==> src/rtl/vending_pkg.sv <==
// Shared types and constants for the vending machine front end and its coin conditioner.
package vending_pkg;

    typedef enum logic [1:0] {
        COIN_NICKEL  = 2'd0,
        COIN_DIME    = 2'd1,
        COIN_QUARTER = 2'd2
    } coin_t;

    localparam int unsigned VALUE_NICKEL  = 5;
    localparam int unsigned VALUE_DIME    = 10;
    localparam int unsigned VALUE_QUARTER = 25;

    typedef enum logic [1:0] {
        IDLE   = 2'd0,
        COIN   = 2'd1,
        REFUND = 2'd2
    } presenter_state_t;

    // One-hot presentation vector ordered {quarter, dime, nickel}.
    function automatic logic [2:0] coin_onehot(input coin_t c);
        logic [2:0] v;
        v = 3'b000;
        case (c)
            COIN_NICKEL:  v = 3'b001;
            COIN_DIME:    v = 3'b010;
            COIN_QUARTER: v = 3'b100;
            default:      v = 3'b000;
        endcase
        return v;
    endfunction

endpackage

==> src/rtl/coin_debouncer.sv <==
// Two-flop synchronizer plus stability-count debouncer; emits a one-cycle pulse on each
// accepted rising level change, registered together with the debounced state update.
module coin_debouncer #(
    parameter int DEBOUNCE_CYCLES = 4
) (
    input  logic clk,
    input  logic reset,
    input  logic i_raw,
    output logic o_rise
);

    localparam int CW = $clog2(DEBOUNCE_CYCLES + 1);
    localparam logic [CW-1:0] LAST = CW'(DEBOUNCE_CYCLES - 1);

    logic          r_sync1;
    logic          r_sync2;
    logic          r_state;
    logic          r_rise;
    logic [CW-1:0] r_cnt;

    always_ff @(posedge clk or posedge reset) begin
        if (reset) begin
            r_sync1 <= 1'b0;
            r_sync2 <= 1'b0;
            r_state <= 1'b0;
            r_rise  <= 1'b0;
            r_cnt   <= '0;
        end else begin
            r_sync1 <= i_raw;
            r_sync2 <= r_sync1;
            r_rise  <= 1'b0;
            if (r_sync2 == r_state) begin
                r_cnt <= '0;
            end else if (r_cnt == LAST) begin
                // This sample is the DEBOUNCE_CYCLES-th consecutive differing one.
                r_state <= r_sync2;
                r_cnt   <= '0;
                r_rise  <= r_sync2;
            end else begin
                r_cnt <= r_cnt + 1'b1;
            end
        end
    end

    assign o_rise = r_rise;

endmodule

==> src/rtl/coin_input_conditioner.sv <==
// Debounces coin/refund inputs, queues coins and presents each one (or a refund)
// as a level held for one CPU polling window.
module coin_input_conditioner
    import vending_pkg::*;
#(
    parameter int DEBOUNCE_CYCLES = 4,
    parameter int HOLD_CYCLES     = 16,
    parameter int FIFO_DEPTH      = 4
) (
    input  logic clk,
    input  logic reset,
    input  logic nickel_raw,
    input  logic dime_raw,
    input  logic quarter_raw,
    input  logic refund_raw,
    output logic nickel,
    output logic dime,
    output logic quarter,
    output logic refund,
    output logic busy,
    output logic overflow
);

    localparam int AW = $clog2(FIFO_DEPTH);
    localparam int HW = $clog2(HOLD_CYCLES);
    localparam logic [HW-1:0] HOLD_LOAD = HW'(HOLD_CYCLES - 1);

    logic [3:0]       w_raw;
    logic [3:0]       w_ev;
    logic [2:0]       w_drain;
    logic             w_push;
    coin_t            w_push_coin;
    logic             w_full;
    logic             w_empty;
    logic             w_pop;
    logic             w_go_refund;

    logic [2:0]       r_pend;
    logic             r_refund_pend;
    logic             r_overflow;
    logic             r_busy;
    logic [AW:0]      r_wr_ptr;
    logic [AW:0]      r_rd_ptr;
    coin_t            r_fifo [FIFO_DEPTH];
    presenter_state_t r_state;
    logic [HW-1:0]    r_hold;
    logic [2:0]       r_coin_oh;
    logic             r_refund;

    assign w_raw = {refund_raw, quarter_raw, dime_raw, nickel_raw};

    coin_debouncer #(.DEBOUNCE_CYCLES(DEBOUNCE_CYCLES)) u_deb [3:0] (
        .clk    (clk),
        .reset  (reset),
        .i_raw  (w_raw),
        .o_rise (w_ev)
    );

    assign w_empty = (r_wr_ptr == r_rd_ptr);
    assign w_full  = (r_wr_ptr[AW] != r_rd_ptr[AW]) &&
                     (r_wr_ptr[AW-1:0] == r_rd_ptr[AW-1:0]);

    // Fixed-priority arbiter: quarter > dime > nickel, one coin per cycle.
    always_comb begin
        w_drain     = 3'b000;
        w_push      = 1'b0;
        w_push_coin = COIN_NICKEL;
        if (!w_full) begin
            if (r_pend[COIN_QUARTER]) begin
                w_drain[COIN_QUARTER] = 1'b1;
                w_push      = 1'b1;
                w_push_coin = COIN_QUARTER;
            end else if (r_pend[COIN_DIME]) begin
                w_drain[COIN_DIME] = 1'b1;
                w_push      = 1'b1;
                w_push_coin = COIN_DIME;
            end else if (r_pend[COIN_NICKEL]) begin
                w_drain[COIN_NICKEL] = 1'b1;
                w_push      = 1'b1;
                w_push_coin = COIN_NICKEL;
            end
        end
    end

    assign w_pop       = (r_state == IDLE) && !w_empty;
    assign w_go_refund = (r_state == IDLE) && w_empty && (r_pend == 3'b000) && r_refund_pend;

    always_ff @(posedge clk) begin
        if (w_push) r_fifo[r_wr_ptr[AW-1:0]] <= w_push_coin;
    end

    always_ff @(posedge clk or posedge reset) begin
        if (reset) begin
            r_pend        <= 3'b000;
            r_refund_pend <= 1'b0;
            r_overflow    <= 1'b0;
            r_busy        <= 1'b0;
            r_wr_ptr      <= '0;
            r_rd_ptr      <= '0;
            r_state       <= IDLE;
            r_hold        <= '0;
            r_coin_oh     <= 3'b000;
            r_refund      <= 1'b0;
        end else begin
            // A same-cycle event on a draining bit re-arms it rather than overflowing.
            r_pend        <= w_ev[2:0] | (r_pend & ~w_drain);
            r_overflow    <= |(w_ev[2:0] & r_pend & ~w_drain);
            r_refund_pend <= w_ev[3] | (r_refund_pend & ~w_go_refund);
            r_busy        <= (r_state != IDLE) || !w_empty || (r_pend != 3'b000) || r_refund_pend;
            if (w_push) r_wr_ptr <= r_wr_ptr + 1'b1;
            if (w_pop)  r_rd_ptr <= r_rd_ptr + 1'b1;

            case (r_state)
                IDLE: begin
                    if (w_pop) begin
                        r_state   <= COIN;
                        r_hold    <= HOLD_LOAD;
                        r_coin_oh <= coin_onehot(r_fifo[r_rd_ptr[AW-1:0]]);
                    end else if (w_go_refund) begin
                        r_state  <= REFUND;
                        r_hold   <= HOLD_LOAD;
                        r_refund <= 1'b1;
                    end
                end
                COIN, REFUND: begin
                    if (r_hold == '0) begin
                        r_state   <= IDLE;
                        r_coin_oh <= 3'b000;
                        r_refund  <= 1'b0;
                    end else begin
                        r_hold <= r_hold - 1'b1;
                    end
                end
                default: begin
                    r_state   <= IDLE;
                    r_coin_oh <= 3'b000;
                    r_refund  <= 1'b0;
                end
            endcase
        end
    end

    assign nickel   = r_coin_oh[0];
    assign dime     = r_coin_oh[1];
    assign quarter  = r_coin_oh[2];
    assign refund   = r_refund;
    assign busy     = r_busy;
    assign overflow = r_overflow;

endmodule

==> config.mk <==
export PLATFORM = sky130hd
export DESIGN_NAME = coin_input_conditioner
export DESIGN_NICKNAME = d
export VERILOG_FILES = /design/src/rtl/vending_pkg.sv /design/src/rtl/coin_debouncer.sv /design/src/rtl/coin_input_conditioner.sv
export SDC_FILE = /design/constraint.sdc
export NUM_CORES = 1
export LEC_CHECK = 0
export CAP_MARGIN = 40
export CORE_ASPECT_RATIO = 0.5
export CORE_MARGIN = 2
export CORE_UTILIZATION = 35
export CTS_BUF_LIST = sky130_fd_sc_hd__clkbuf_16
export DETAILED_ROUTE_END_ITERATION = 10
export GPL_ROUTABILITY_DRIVEN = 0
export SKIP_LAST_GASP = 1
export SLEW_MARGIN = 20
export SYNTH_ARGS = -nofsm -noshare
export SYNTH_HDL_FRONTEND = slang
export SYNTH_SLANG_ARGS = --single-unit
==> constraint.sdc <==
create_clock -name clk -period 1.7 [get_ports clk]
set_input_delay 0.255 -clock clk [delete_from_list [all_inputs] [get_ports clk]]
set_output_delay 0.255 -clock clk [all_outputs]
set_load 0.01 [all_outputs]
==> impl_metrics.tcl <==
set metrics [dict create \
    place_inst 304 \
    hold_buffers 0 \
    grt_pass1_wl_mm 7.31 \
    multi_input_area_um2 1030 \
    hp-class "in2async" \
    grtUsageTotal_pct 12.6 \
    critPathSlowestCell "dfrtp_1" \
    die_area_um2 7910 \
    via_per_inst 4.75 \
    avgRoutedWirePerCell_um 13.1 \
    max_slew_margin_pct 76.1 \
    critPathArrivalTime_ns 1.84 \
    p_leak_uw 0.00143 \
    ios 12 \
    crit_fanout 3 \
    clock_path_buffers 2 \
    drtIter0Drc 71 \
    crit_path_end_kind "register" \
    diodes 0 \
    clkTransAtPathRegs_ns 0.05 \
    setup_viol 0 \
    synth_warnings 0 \
    path_cells "inv_2 -> ha_4 -> or3b_4 -> and2_4 -> buf_4 -> nand2_1 -> o311ai_2" \
    clock-sinks 58 \
    netlist_area_um2 2510 \
    synth_edf_count 8 \
    final_util_pct 47.1 \
    clock-root-buffer "clkbuf_16" \
    grt_overflow 0 \
    power_density_nw_per_um2 1820 \
    cp_top_family "simple AND/OR/NAND/NOR gates" \
    clock.fmax_ghz 0.607 \
    synthFlopType "dfrtp_1" \
    cp_data_required_time_ns 1.89 \
    cap_violations 0 \
    cts_tree "built" \
    drt_pass1_iterations 4 \
    via_count 1529 \
    grt_max_degree 38 \
    synth_seq_cells 58 \
    path_class "reg2reg" \
    netlist.area_leader.share_pct 49.9 \
    yosysSeqAreaShare_pct 59.4 \
    n_fill_cell 615 \
    synth_top_area_cell "dfrtp_1" \
    cts_buffers 9 \
    syn_to_final_growth_pct 27.7 \
    r2r_cells 7 \
    worst_slew_pin_slew_ns 0.358 \
    fin_nets 242 \
    hpwl_mm 2.96 \
    period_share_pct 96.9 \
    stdcell_count 322 \
    status "finished, final reports clean" \
    antenna_found_initial 0 \
    syn_inst 192 \
    routed_wl_mm 4.22 \
    ff_latch_area_um2 1490 \
    port_buffers 11 \
    rows 21 \
    async_flop_share_pct 86.2 \
    grt_pass1_vias 1533 \
    cpPeakStageDelay_ns 0.39 \
    drive_above_1_share_pct 25.2 \
    slew_violations 0 \
    drc_errors 0 \
    final-hold-violation-count 0 \
    insertion_delay_ns 0.33 \
    die_y_um 63.9 \
    initial_utilization_pct 36.9 \
    antenna_left 0 \
    period_minus_slack_ns 1.65 \
    postSynthAreaPerCell_um2 13.1 \
    die_x_um 124 \
    yosys-top-cells-area "dfrtp_1 50%, edfxtp_1 9.6%, ha_1 5.5%, mux2_2 4.0%, xnor2_1 3.5%" \
    crit_buf_inv 2 \
    core_area_um2 6810 \
    cp.depth 7 \
    cts-htree-levels 3 \
    critical_path.startpoint_type "register" \
    ir_drop_mv 0.549 \
    finClkSkew_ns 0.00442 \
    synth_nets 209 \
    synth_cell_types 44 \
]
-- final cells by class --
class | count | area share [%]
Multi-Input combinational cell | 121 | 32.2
Tap cell | 92 | 3.59
Inverter | 10 | 1.17
Clock buffer | 11 | 8.59
Sequential cell | 58 | 46.6
Timing Repair Buffer | 25 | 7.11
Clock inverter | 5 | 0.781
-- routing by layer --
metal / share of wire [%] / global-route usage, % / up-vias
met4: 1.8 / 8.10 / 0
li1: - / - / 743
met1: 47 / 15.1 / 756
met5: 0 / 0 / -
met2: 47 / 18.8 / 22
met3: 4.1 / 5.09 / 8
-- through the flow --
step	setup slack (ns)	setup TNS (ns)	hold slack, ns	instance area, um^2	power (uW)
after floorplan	0.0714	0	0.286	2510	3350
after CTS	0.00449	0	0.202	3120	5730
after global placement	0.0574	0	0.332	2820	3840
after global routing	-0.00262	-0.00427	0.225	3200	6240
final	0.0527	0	0.202	3200	5850
after detailed placement	-0.00962	-0.00962	0.336	2820	3920
-- registers in the layout, summed over array words and instances (netlist names) --
register,cells
u_deb.r_cnt,12
r_fifo,8
r_hold,4
u_deb.o_rise,4
u_deb.r_state,4
u_deb.r_sync1,4
u_deb.r_sync2,4
r_coin_oh,3
r_pend,3
r_rd_ptr,3
r_wr_ptr,3
r_state,2
busy,1
overflow,1
r_refund_pend,1
refund,1
-- kinds of logic (layout without fill, tap and decap cells) --
logic type      count (synthesis)  in the layout  synth area share [%]
flops                          58             58                  59.4
simple gates                   63             63                  16.4
compound gates                 22             22                  6.13
xor+xnor                       13             13                  4.54
fa+ha+maj                      11             11                  5.48
buf+inv                        13             51                  2.29
mux                            12             12                  5.73
-- power by group --
| part | internal, uW | switching (uW) | total, uW |
|---|---|---|---|
| sequential | 1760 | 314 | 2070 |
| combinational | 1060 | 966 | 2020 |
| clock | 1140 | 605 | 1750 |
| total | 3960 | 1880 | 5850 |
-- Yosys cell counts (2+ instances only) --
library cell  count
and2_4            2
edfxtp_1          8
nor4b_2           2
o21ai_0           4
and2_1            4
nor3b_1           8
mux2i_1           2
ha_1             11
nor3_1            7
dfrtp_1          50
inv_1            10
nand2b_1          2
nand3_1           7
mux2_2            9
nor2b_1           7
and3b_1           4
o211ai_1          2
nand2_1           7
nor2_1            6
xor2_1            3
xnor2_1          10
a21oi_1           4
a21o_1            2
-- worst paths after layout --
| kind | from | to | slack, ns |
|---|---|---|---|
| max reg2reg | r_hold[1]$_DFFE_PP0P_ | r_state[0]$_DFFE_PP0P_ | 0.05 |
| min in group clk | u_deb[2].r_sync1$_DFF_PP0_ | u_deb[2].r_sync2$_DFF_PP0_ | 0.35 |
| max | r_hold[1]$_DFFE_PP0P_ | r_state[0]$_DFFE_PP0P_ | 0.05 |
| min reg2reg | u_deb[2].r_sync1$_DFF_PP0_ | u_deb[2].r_sync2$_DFF_PP0_ | 0.35 |
| min | reset | u_deb[3].r_sync1$_DFF_PP0_ | 0.20 |
| max in group asynchronous | reset | r_rd_ptr[0]$_DFFE_PP0P_ | 0.99 |
-- what timing repair did --
action / in CTS / in global routing
pin swaps: 1 / 2
gates resized for setup: 1 / 14
buffers inserted: 0 / 2
endpoints found under the setup margin: 2 / 16
-- cell usage in the layout (no fill, tap or decap), types with 2 or more instances in the layout --
master	count
a21o_1	2
a21oi_1	4
and2_1	4
and2_4	2
and3b_1	4
buf_4	13
clkbuf_16	11
clkdlybuf4s50_1	11
clkinv_2	2
dfrtp_1	49
edfxtp_1	8
ha_1	9
ha_4	2
inv_1	8
inv_2	3
mux2_2	9
mux2i_1	2
nand2_1	6
nand2b_1	2
nand3_1	7
nor2_1	6
nor2b_1	7
nor3_1	6
nor3b_1	8
o211ai_1	2
o21ai_0	4
xnor2_1	9
xor2_1	2
Power figures use the tool's default switching activity.
